### src/rtl/branch_hazard_ctrl_if.sv
// Bundle between the ID stage and the branch hazard sequencer.
// Counter ports exist only when BRANCH_PERF_CNT_EN is defined.
interface branch_hazard_ctrl_if #(
  parameter int CNT_W = 32
);
  logic       i_ID_Branch;
  logic       i_ID_UsesRt;
  logic [4:0] i_Rs;
  logic [4:0] i_Rt;
  logic       i_IDEX_RegWrite;
  logic       i_IDEX_MemRead;
  logic [4:0] i_IDEX_RegisterRD;
  logic       i_EXMEM_RegWrite;
  logic       i_EXMEM_MemRead;
  logic [4:0] i_EXMEM_RegisterRD;
  logic       i_BranchTaken;
  logic       o_Stall;
  logic       o_Resolve;
  logic       o_PCSrc;
  logic       o_Flush_IFID;
  logic [1:0] o_dbg_state;
`ifdef BRANCH_PERF_CNT_EN
  logic [CNT_W-1:0] o_BranchCnt;
  logic [CNT_W-1:0] o_TakenCnt;
  logic [CNT_W-1:0] o_StallCnt;
`endif

  modport master (
    output i_ID_Branch, i_ID_UsesRt, i_Rs, i_Rt,
    output i_IDEX_RegWrite, i_IDEX_MemRead, i_IDEX_RegisterRD,
    output i_EXMEM_RegWrite, i_EXMEM_MemRead, i_EXMEM_RegisterRD,
    output i_BranchTaken,
    input  o_Stall, o_Resolve, o_PCSrc, o_Flush_IFID, o_dbg_state
`ifdef BRANCH_PERF_CNT_EN
    , input o_BranchCnt, o_TakenCnt, o_StallCnt
`endif
  );

  modport slave (
    input  i_ID_Branch, i_ID_UsesRt, i_Rs, i_Rt,
    input  i_IDEX_RegWrite, i_IDEX_MemRead, i_IDEX_RegisterRD,
    input  i_EXMEM_RegWrite, i_EXMEM_MemRead, i_EXMEM_RegisterRD,
    input  i_BranchTaken,
    output o_Stall, o_Resolve, o_PCSrc, o_Flush_IFID, o_dbg_state
`ifdef BRANCH_PERF_CNT_EN
    , output o_BranchCnt, o_TakenCnt, o_StallCnt
`endif
  );
endinterface

### src/rtl/branch_hazard_ctrl.sv
// ID-stage branch hazard sequencer: stalls until branch operands are forwardable, then resolves.
// Optional performance counters enabled by defining BRANCH_PERF_CNT_EN.
module branch_hazard_ctrl #(
  parameter int LOAD_STALLS = 2,
  parameter int ALU_STALLS  = 0,
  parameter int CNT_W       = 32
) (
  input  logic                 i_clk,
  input  logic                 i_reset,
  branch_hazard_ctrl_if.slave  bus
);

  typedef enum logic [1:0] {
    S_IDLE    = 2'd0,
    S_STALL   = 2'd1,
    S_RESOLVE = 2'd2
  } state_t;

  localparam logic [1:0] C_LOAD_IDEX  = 2'(LOAD_STALLS);
  localparam logic [1:0] C_LOAD_EXMEM = 2'(LOAD_STALLS - 1);
  localparam logic [1:0] C_ALU_IDEX   = 2'(ALU_STALLS);

  state_t     r_state;
  logic [1:0] r_cnt;

  logic       w_idex_match;
  logic       w_exmem_match;
  logic [1:0] w_n_idex;
  logic [1:0] w_n_exmem;
  logic [1:0] w_n;
  logic       w_start;
  logic       w_stall;
  logic       w_resolve;
  logic       w_pcsrc;

  // $0 is hardwired to zero, so a writer targeting it never blocks a branch.
  function automatic logic f_match(
    input logic [4:0] r,
    input logic [4:0] rs,
    input logic [4:0] rt,
    input logic       uses_rt
  );
    return (r != 5'd0) && ((r == rs) || (uses_rt && (r == rt)));
  endfunction

  assign w_idex_match  = f_match(bus.i_IDEX_RegisterRD, bus.i_Rs, bus.i_Rt, bus.i_ID_UsesRt);
  assign w_exmem_match = f_match(bus.i_EXMEM_RegisterRD, bus.i_Rs, bus.i_Rt, bus.i_ID_UsesRt);

  always_comb begin
    w_n_idex = 2'd0;
    if (bus.i_IDEX_RegWrite && w_idex_match) begin
      w_n_idex = bus.i_IDEX_MemRead ? C_LOAD_IDEX : C_ALU_IDEX;
    end
  end

  always_comb begin
    w_n_exmem = 2'd0;
    if (bus.i_EXMEM_MemRead && bus.i_EXMEM_RegWrite && w_exmem_match) begin
      w_n_exmem = C_LOAD_EXMEM;
    end
  end

  assign w_n     = (w_n_idex > w_n_exmem) ? w_n_idex : w_n_exmem;
  assign w_start = (r_state == S_IDLE) && bus.i_ID_Branch;

  // Outputs are Mealy so a hazard-free branch resolves in the cycle it appears.
  assign w_stall   = !i_reset && ((w_start && (w_n != 2'd0)) || (r_state == S_STALL));
  assign w_resolve = !i_reset && ((w_start && (w_n == 2'd0)) || (r_state == S_RESOLVE));
  assign w_pcsrc   = w_resolve && bus.i_BranchTaken;

  always_ff @(posedge i_clk) begin
    if (i_reset) begin
      r_state <= S_IDLE;
      r_cnt   <= 2'd0;
    end else begin
      case (r_state)
        S_IDLE: begin
          if (bus.i_ID_Branch && (w_n != 2'd0)) begin
            r_cnt   <= w_n - 2'd1;
            r_state <= (w_n > 2'd1) ? S_STALL : S_RESOLVE;
          end
        end
        S_STALL: begin
          r_cnt <= r_cnt - 2'd1;
          if (r_cnt == 2'd1) begin
            r_state <= S_RESOLVE;
          end
        end
        S_RESOLVE: begin
          r_state <= S_IDLE;
        end
        default: begin
          r_state <= S_IDLE;
        end
      endcase
    end
  end

  assign bus.o_Stall      = w_stall;
  assign bus.o_Resolve    = w_resolve;
  assign bus.o_PCSrc      = w_pcsrc;
  assign bus.o_Flush_IFID = w_pcsrc;
  assign bus.o_dbg_state  = r_state;

`ifdef BRANCH_PERF_CNT_EN
  logic [CNT_W-1:0] r_branch_cnt;
  logic [CNT_W-1:0] r_taken_cnt;
  logic [CNT_W-1:0] r_stall_cnt;

  // Saturating counters: they stick at all-ones rather than wrapping.
  always_ff @(posedge i_clk) begin
    if (i_reset) begin
      r_branch_cnt <= '0;
      r_taken_cnt  <= '0;
      r_stall_cnt  <= '0;
    end else begin
      if (w_resolve && (r_branch_cnt != '1)) r_branch_cnt <= r_branch_cnt + 1'b1;
      if (w_pcsrc && (r_taken_cnt != '1))    r_taken_cnt  <= r_taken_cnt + 1'b1;
      if (w_stall && (r_stall_cnt != '1))    r_stall_cnt  <= r_stall_cnt + 1'b1;
    end
  end

  assign bus.o_BranchCnt = r_branch_cnt;
  assign bus.o_TakenCnt  = r_taken_cnt;
  assign bus.o_StallCnt  = r_stall_cnt;
`endif

endmodule

### src/flat_wrapper.sv
// flat-port wrapper written by rule: the top's interface ports become plain ports
module branch_hazard_ctrl_flat 
#(
  parameter int LOAD_STALLS = 2,
  parameter int ALU_STALLS  = 0,
  parameter int CNT_W       = 32
)
  (i_clk, i_reset, bus_i_ID_Branch, bus_i_ID_UsesRt, bus_i_Rs, bus_i_Rt, bus_i_IDEX_RegWrite, bus_i_IDEX_MemRead, bus_i_IDEX_RegisterRD, bus_i_EXMEM_RegWrite, bus_i_EXMEM_MemRead, bus_i_EXMEM_RegisterRD, bus_i_BranchTaken, bus_o_Stall, bus_o_Resolve, bus_o_PCSrc, bus_o_Flush_IFID, bus_o_dbg_state);
  branch_hazard_ctrl_if #(.CNT_W(CNT_W)) bus_i ();
  input  logic i_clk;
  input  logic i_reset;
  input wire logic [$bits(bus_i.i_ID_Branch)-1:0] bus_i_ID_Branch;
  input wire logic [$bits(bus_i.i_ID_UsesRt)-1:0] bus_i_ID_UsesRt;
  input wire logic [$bits(bus_i.i_Rs)-1:0] bus_i_Rs;
  input wire logic [$bits(bus_i.i_Rt)-1:0] bus_i_Rt;
  input wire logic [$bits(bus_i.i_IDEX_RegWrite)-1:0] bus_i_IDEX_RegWrite;
  input wire logic [$bits(bus_i.i_IDEX_MemRead)-1:0] bus_i_IDEX_MemRead;
  input wire logic [$bits(bus_i.i_IDEX_RegisterRD)-1:0] bus_i_IDEX_RegisterRD;
  input wire logic [$bits(bus_i.i_EXMEM_RegWrite)-1:0] bus_i_EXMEM_RegWrite;
  input wire logic [$bits(bus_i.i_EXMEM_MemRead)-1:0] bus_i_EXMEM_MemRead;
  input wire logic [$bits(bus_i.i_EXMEM_RegisterRD)-1:0] bus_i_EXMEM_RegisterRD;
  input wire logic [$bits(bus_i.i_BranchTaken)-1:0] bus_i_BranchTaken;
  output wire logic [$bits(bus_i.o_Stall)-1:0] bus_o_Stall;
  output wire logic [$bits(bus_i.o_Resolve)-1:0] bus_o_Resolve;
  output wire logic [$bits(bus_i.o_PCSrc)-1:0] bus_o_PCSrc;
  output wire logic [$bits(bus_i.o_Flush_IFID)-1:0] bus_o_Flush_IFID;
  output wire logic [$bits(bus_i.o_dbg_state)-1:0] bus_o_dbg_state;
  assign bus_i.i_ID_Branch = bus_i_ID_Branch;
  assign bus_i.i_ID_UsesRt = bus_i_ID_UsesRt;
  assign bus_i.i_Rs = bus_i_Rs;
  assign bus_i.i_Rt = bus_i_Rt;
  assign bus_i.i_IDEX_RegWrite = bus_i_IDEX_RegWrite;
  assign bus_i.i_IDEX_MemRead = bus_i_IDEX_MemRead;
  assign bus_i.i_IDEX_RegisterRD = bus_i_IDEX_RegisterRD;
  assign bus_i.i_EXMEM_RegWrite = bus_i_EXMEM_RegWrite;
  assign bus_i.i_EXMEM_MemRead = bus_i_EXMEM_MemRead;
  assign bus_i.i_EXMEM_RegisterRD = bus_i_EXMEM_RegisterRD;
  assign bus_i.i_BranchTaken = bus_i_BranchTaken;
  assign bus_o_Stall = bus_i.o_Stall;
  assign bus_o_Resolve = bus_i.o_Resolve;
  assign bus_o_PCSrc = bus_i.o_PCSrc;
  assign bus_o_Flush_IFID = bus_i.o_Flush_IFID;
  assign bus_o_dbg_state = bus_i.o_dbg_state;
  branch_hazard_ctrl #(.LOAD_STALLS(LOAD_STALLS), .ALU_STALLS(ALU_STALLS), .CNT_W(CNT_W)) u_core (.i_clk(i_clk), .i_reset(i_reset), .bus(bus_i));
endmodule
### config.mk
export PLATFORM = sky130hd
export DESIGN_NAME = branch_hazard_ctrl_flat
export DESIGN_NICKNAME = d
export VERILOG_FILES = /design/src/rtl/branch_hazard_ctrl_if.sv /design/src/rtl/branch_hazard_ctrl.sv /design/src/flat_wrapper.sv
export SDC_FILE = /design/constraint.sdc
export NUM_CORES = 1
export LEC_CHECK = 0
export CAP_MARGIN = 20
export CORE_AREA = 8 8 50 52
export DETAILED_ROUTE_END_ITERATION = 12
export DIE_AREA = 0 0 58 60
export MAX_ROUTING_LAYER = met4
export PLACE_DENSITY = 0.83
export SKIP_LAST_GASP = 1
export SLEW_MARGIN = 20
export SYNTH_ARGS = -nofsm -noshare
export SYNTH_HDL_FRONTEND = slang
export SYNTH_SLANG_ARGS = --single-unit
### constraint.sdc
create_clock -name i_clk -period 2.75 [get_ports i_clk]
set_clock_uncertainty 0.15 [all_clocks]
set_input_delay 0.55 -clock i_clk [delete_from_list [all_inputs] [get_ports i_clk]]
set_output_delay 0.55 -clock i_clk [all_outputs]
set_load 0.02 [all_outputs]
==> key figures, run 1 <==
Outcome
  • Status: completed

Synthesis
  • Cells after synthesis: 76
  • Sequential fraction of the synthesis area: 13.9%
  • Synth Net Count: 106
  • Xor-xnor portion of the synthesized cell area: 30.4%
  • Post-Synth Simple-Gate Area: 26.7%
  • Post-Syn Area: 577 sq um
  • Area contributors post-synth: xnor2_1 (17%), dfxtp_1 (14%), xor2_1 (14%)
  • Synthesized area per cell: 7.59 sq um
  • Multiplexer share of the synthesized area: 0%
  • Synth unique cells: 30
  • Adder-cell share of the synthesized area: 2.17%
  • Largest family of logic cells by synthesized area: XOR/XNOR gates
  • Synth area leader: xnor2_1
  • Most common cell in the netlist: xnor2_1
  • Yosys reg bits: 4
  • Syn. warnings: 0
  • Ys flop type: dfxtp_1
  • Ys async rst share: 0%
  • Commonest cells post-synth: xnor2_1 (11), xor2_1 (9), nand2_1 (7), nand3_1 (5), dfxtp_1 (4)
  • Number of synthesized flops with an enable pin: 0
  • Post-synth top area share: 16.7%
  • Synth Area in Compound Gates: 23.6%

Floorplanning
  • IO Count: 35
  • Core area: 0.00180 sq mm
  • Chip height: 60 um
  • Initial Util: 32.0%
  • Die Width: 58 um
  • Die area: 0.00348 sq mm
  • FP Rows: 16

Global routing
  • Total GRT Usage: 14.2%
  • Initial antenna violation count: 0
  • Remaining Overflow, GRT: 0
  • Gr busiest metal: met2
  • Met2 GRT Util: 26.8%
  • Number of global-route vias before repair: 844
  • Largest net degree at the start of global routing: 9
  • Grt met1 use: 14.3%
  • First-pass GRT wire length: 3770 um
  • Grt met3 use: 4.09%

Detailed routing
  • Routed WL per cell: 16.4 um
  • DR DRC count: 0
  • Vias/cell: 5.36
  • Pre-antenna DRT Iters: 4
  • Vias: 788
  • DR iter-0 viols: 24
  • ANT nets after route: 0
  • WL final: 2420 um

Pwr
  • Peak supply drop: 0.000167 V
  • Pwr Density: 245 mW/mm^2
  • Pleak: 0.485 nW
  • Final Total Pwr: 0.000270 W

Clocking
  • Clk root buf: clkbuf_4
  • Clock-pin slew on the worst setup and hold paths: 0.04 ns
  • CTS tree: done
  • Skew-Pair Late Insertion Delay: 0.24 ns
  • Num CTS Buffers: 3
  • Clock Sinks: 4
  • H-tree depth: 1
  • Clock buffer depth: 2

Finish
  • Layout cells sized above 1: 29.5%
  • Antenna Cells: 0
  • Non-filler instance count after layout: 147
  • Fill cells: 172
  • Final Net Count: 161
  • Area delta synth->final: 91.5%

Worst setup path
  • Crit path capture type: output pin
  • CP Class: primary input to output pin
  • Crit path max fanout: 3
  • Crit path launch type: primary input
  • Worst-case reg-to-reg path depth: 4
  • Critical Path RT: 2.05 ns
  • Critical Path AT: 2.01 ns
  • R2R setup slack: 1.11 ns

Placement
  • DP Cell Count: 139
  • DP HPWL: 1770 um
  • Routability Congestion: 0.874
  • Port Buffers: 34

Hold path
  • HP Class: flop to flop
  • Worst Hold Depth: 2

Timing
  • FMAX: 369 MHz
  • Hold Fails Final Rpt: 0
  • Setup violations, final: 0
  • Headroom to the max-slew limit: 59.4%
  • Fin. max-slew vios: 0
  • Final Cycle Share: 98.6%
  • Worst-margin pin slew: 0.607 ns
  • Tmin final: 2.71 ns

Flow run
  • Max-cap violations: 0
==> kinds of logic after synthesis <==
family / Yosys count
AND/OR/NAND/NOR: 29
XOR/XNOR: 20
AO/OA/AOI/OAI: 18
buffers and inverters: 4
flip-flops: 4
adder cells (fa/ha/maj): 1
==> per-stage QoR <==
stage | TNS, ns | instance area [sq um] | setup WS [ns] | utilization (%) | hold WS, ns
after floorplan | 0 | 577 | 0.0554 | - | 0.339
after global placement | -2.43 | 1030 | -0.614 | 56.9 | 0.349
after detailed placement | -2.70 | 1030 | -0.707 | 56.9 | 0.384
after CTS | 0 | 1070 | 0.00660 | 59.5 | 0.391
after global routing | -0.0173 | 1100 | -0.0173 | 61.3 | 0.419
final | 0 | 1100 | 0.0382 | 61.3 | 0.384
==> final cells by class <==
class,instances,area [sq um],area share [%]
multi-input combinational,68,522,47.2
timing repair buffer,52,450,40.8
sequential,4,80.1,7.25
clock buffer,3,22.5,2.04
tap,18,22.5,2.04
inverter,2,7.51,0.680
==> power by group <==
group,total [W],switching [W],internal (W)
Clock,0.0000755,0.0000266,0.0000490
Combinational,0.000135,0.0000615,0.0000737
Sequential,0.0000598,0.000000672,0.0000591
Total,0.000270,0.0000888,0.000182
==> worst max-delay path, cell delays in order <==
cell	delay, ns
clkdlybuf4s15_1	0.23
or4_4	0.46
o211ai_4	0.23
buf_6	0.14
a2bb2oi_2	0.14
o22ai_1	0.09
buf_4	0.16
==> timing repair <==
action	in CTS	in global routing
endpoints found under the setup margin	4	4
pin swaps	10	13
hold buffers	0	0
gates resized for setup	48	16
buffers inserted	1	4
==> final timing paths <==
check	from	endpoint
max	bus_i_EXMEM_RegisterRD[4]	bus_o_Stall
min	u_core.r_cnt[1]	u_core.r_cnt[1]
max reg2reg	u_core.bus.o_dbg_state[0]	u_core.r_cnt[1]
min reg2reg	u_core.r_cnt[1]	u_core.r_cnt[1]
==> cell usage in the layout (no fill, tap or decap), types with 3 or more instances in the layout <==
| cell | Yosys | final |
|---|---|---|
| xor2_1 | 9 | 9 |
| clkbuf_2 | 0 | 5 |
| dlymetal6s2s_1 | 0 | 4 |
| nand2_1 | 7 | 7 |
| clkdlybuf4s50_1 | 0 | 10 |
| nor3_1 | 3 | 3 |
| nand3_1 | 5 | 5 |
| buf_4 | 1 | 19 |
| xnor2_1 | 11 | 11 |
| clkbuf_4 | 0 | 3 |
| dlygate4sd2_1 | 0 | 9 |
| nor2_1 | 3 | 3 |
| buf_6 | 0 | 3 |
| dfxtp_1 | 4 | 4 |
==> per-layer routing <==
metal	vias to the layer above	routed length, um
met5	-	0
met4	0	36
met3	6	112
met2	26	1260
met1	365	1010
li1	391	-
==> state kept, by name (all words and copies together) (netlist names) <==
register and flops:
u_core.bus.o_dbg_state 2, u_core.r_cnt 2
(Power assumes the default switching activity.)
==> run 2: changes to the inputs <==
Settings changed: SKIP_CTS_REPAIR_TIMING set to 1.
==> key figures, run 2 (synthesized netlist as in run 1, its figures left out) <==
Flow run
  • Max-cap violations: 0 (unchanged)

Detailed routing
  • WL final: 2560 um (was 2420 um)
  • Vias/cell: 5.59 (was 5.36)
  • Pre-antenna DRT Iters: 5 (was 4)
  • DR DRC count: 0 (unchanged)
  • DR iter-0 viols: 42 (was 24)
  • ANT nets after route: 0 (unchanged)
  • Routed WL per cell: 17.9 um (was 16.4 um)
  • Vias: 800 (was 788)

Timing
  • Hold Fails Final Rpt: 0 (unchanged)
  • Total Neg Setup Slack: 0 ns (unchanged)
  • RSZ-0062 raised after global routing: no
  • FMAX: 372 MHz (was 369 MHz)
  • Headroom to the max-slew limit: 61.7% (was 59.4%)
  • Setup violations, final: 0 (unchanged)
  • Tmin final: 2.69 ns (was 2.71 ns)
  • Fin. max-slew vios: 0 (unchanged)
  • Final Cycle Share: 97.8% (was 98.6%)
  • Worst-margin pin slew: 0.573 ns (was 0.607 ns)

Global routing
  • Initial antenna violation count: 0 (unchanged)
  • Remaining Overflow, GRT: 0 (unchanged)
  • First-pass GRT wire length: 3350 um (was 3770 um)
  • Number of global-route vias before repair: 799 (was 844)
  • Total GRT Usage: 12.6% (was 14.2%)
  • Largest net degree at the start of global routing: 9 (unchanged)

Worst setup path
  • CP Class: primary input to output pin (unchanged)
  • CP cell instances: dlymetal6s2s_1, or4_4, o211ai_4, o22ai_4, o21ai_2, buf_6 (was clkdlybuf4s15_1, or4_4, o211ai_4, buf_6, a2bb2oi_2, o22ai_1, buf_4)
  • CP max stage cell: or4_4 (unchanged)
  • Crit path max fanout: 3 (unchanged)
  • Worst path bufs/invs: 2 (was 3)
  • Critical Path AT: 1.99 ns (was 2.01 ns)
  • Max stage delay on crit path: 0.56 ns (was 0.46 ns)
  • Critical Path RT: 2.05 ns (about the same)
  • Crit path capture type: output pin (unchanged)
  • Crit path launch type: primary input (unchanged)
  • Worst path top cell family by delay: compound AO/OA/AOI/OAI gates (was buffers and inverters)

Clocking
  • H-tree depth: 1 (unchanged)
  • Num CTS Buffers: 3 (unchanged)
  • Clock Sinks: 4 (unchanged)
  • Clock buffer depth: 2 (unchanged)
  • Skew-Pair Late Insertion Delay: 0.25 ns (was 0.24 ns)
  • Clock-pin slew on the worst setup and hold paths: 0.04 ns (about the same)
  • Clk root buf: clkbuf_4 (unchanged)
  • CTS tree: done (unchanged)

Pwr
  • Peak supply drop: 0.000167 V (about the same)
  • Pwr Density: 239 mW/mm^2 (was 245 mW/mm^2)
  • Pleak: 0.603 nW (was 0.485 nW)

Placement
  • Routability Congestion: 0.874 (unchanged)
  • Port Buffers: 34 (unchanged)
  • DP Cell Count: 139 (unchanged)
  • DP HPWL: 1770 um (unchanged)

Finish
  • Fill cells: 150 (was 172)
  • Antenna Cells: 0 (unchanged)
  • Most frequent cells in the layout: dlymetal6s2s_1 (20), buf_4 (15), xnor2_1 (11) (was buf_4 (19), xnor2_1 (11), clkdlybuf4s50_1 (10))
  • Non-filler instance count after layout: 143 (was 147)
  • Area delta synth->final: 103% (was 91.5%)
  • Most common cell after layout, fill and taps aside: dlymetal6s2s_1 (was buf_4)
  • Final Net Count: 157 (was 161)
  • Layout cells sized above 1: 25.6% (was 29.5%)

Floorplanning
  • FP Rows: 16 (unchanged)
  • Core area: 0.00180 sq mm (unchanged)
  • Die area: 0.00348 sq mm (unchanged)
  • Initial Util: 32.0% (unchanged)
  • Die Width: 58 um (unchanged)
  • Chip height: 60 um (unchanged)
  • IO Count: 35 (unchanged)

Outcome
  • Status: completed (unchanged)

Hold path
  • HP Class: flop to flop (unchanged)
[run 2: changes by cell type in the layout (fill, tap and decap cells not counted), sizes merged]
cell	previous run	this run
clkdlybuf4s15	2	0
buf	22	18
dlygate4sd2	9	0
clkbuf	8	3
dlymetal6s2s	4	20
[run 2: cell type report]
class	instances	area (sq um)	area share, %
Tap cell	18	22.5	1.93
Multi-Input combinational cell	68	539	46.1
Clock buffer	3	22.5	1.93
Sequential cell	4	80.1	6.85
Timing Repair Buffer	48	497	42.5
Inverter	2	7.51	0.642
[run 2: report_power, final]
part,switching (W),internal [W]
registers,0.000000689,0.0000591
clock network,0.0000278,0.0000490
logic,0.0000646,0.0000780
[run 2: path summary, 6_finish.rpt]
check	startpoint	end	slack [ns]	cells after the start
setup / recovery	bus_i_EXMEM_RegisterRD[0]	bus_o_Flush_IFID	0.06	6
hold / removal	u_core.r_cnt[1]	u_core.r_cnt[1]	0.42	2
setup reg to reg	u_core.bus.o_dbg_state[0]	u_core.r_cnt[1]	1.08	4
hold reg to reg	u_core.r_cnt[1]	u_core.r_cnt[1]	0.42	2
[run 2: worst min-delay path, cell delays in order, from the launching register on]
cell and delay [ns]:
dfxtp_1 0.30, inv_1 0.12, o41ai_2 0.10
[run 2: per-stage QoR]
stage | util [%] | hold slack, ns | power, W | worst slack (ns) | area (sq um)
after detailed placement | 56.9 | 0.384 | 0.000189 | -0.707 | 1030
after floorplan | - | 0.339 | 0.000110 | 0.0554 | 577
after global placement | 56.9 | 0.349 | 0.000186 | -0.614 | 1030
after CTS | 58.2 | 0.391 | 0.000266 | -0.708 | 1050
after global routing | 64.9 | 0.444 | 0.000297 | 0.00378 | 1170
final | 64.9 | 0.418 | 0.000279 | 0.0597 | 1170
[run 2: metal layers]
metal	track usage [%]	vias up	wire length, um	part of all wire [%]
met5	-	-	0	0
met4	4.20	0	47	1.8
met3	3.87	6	172	6.7
met2	22.3	41	1390	55
met1	13.0	372	943	37
li1	-	381	-	-
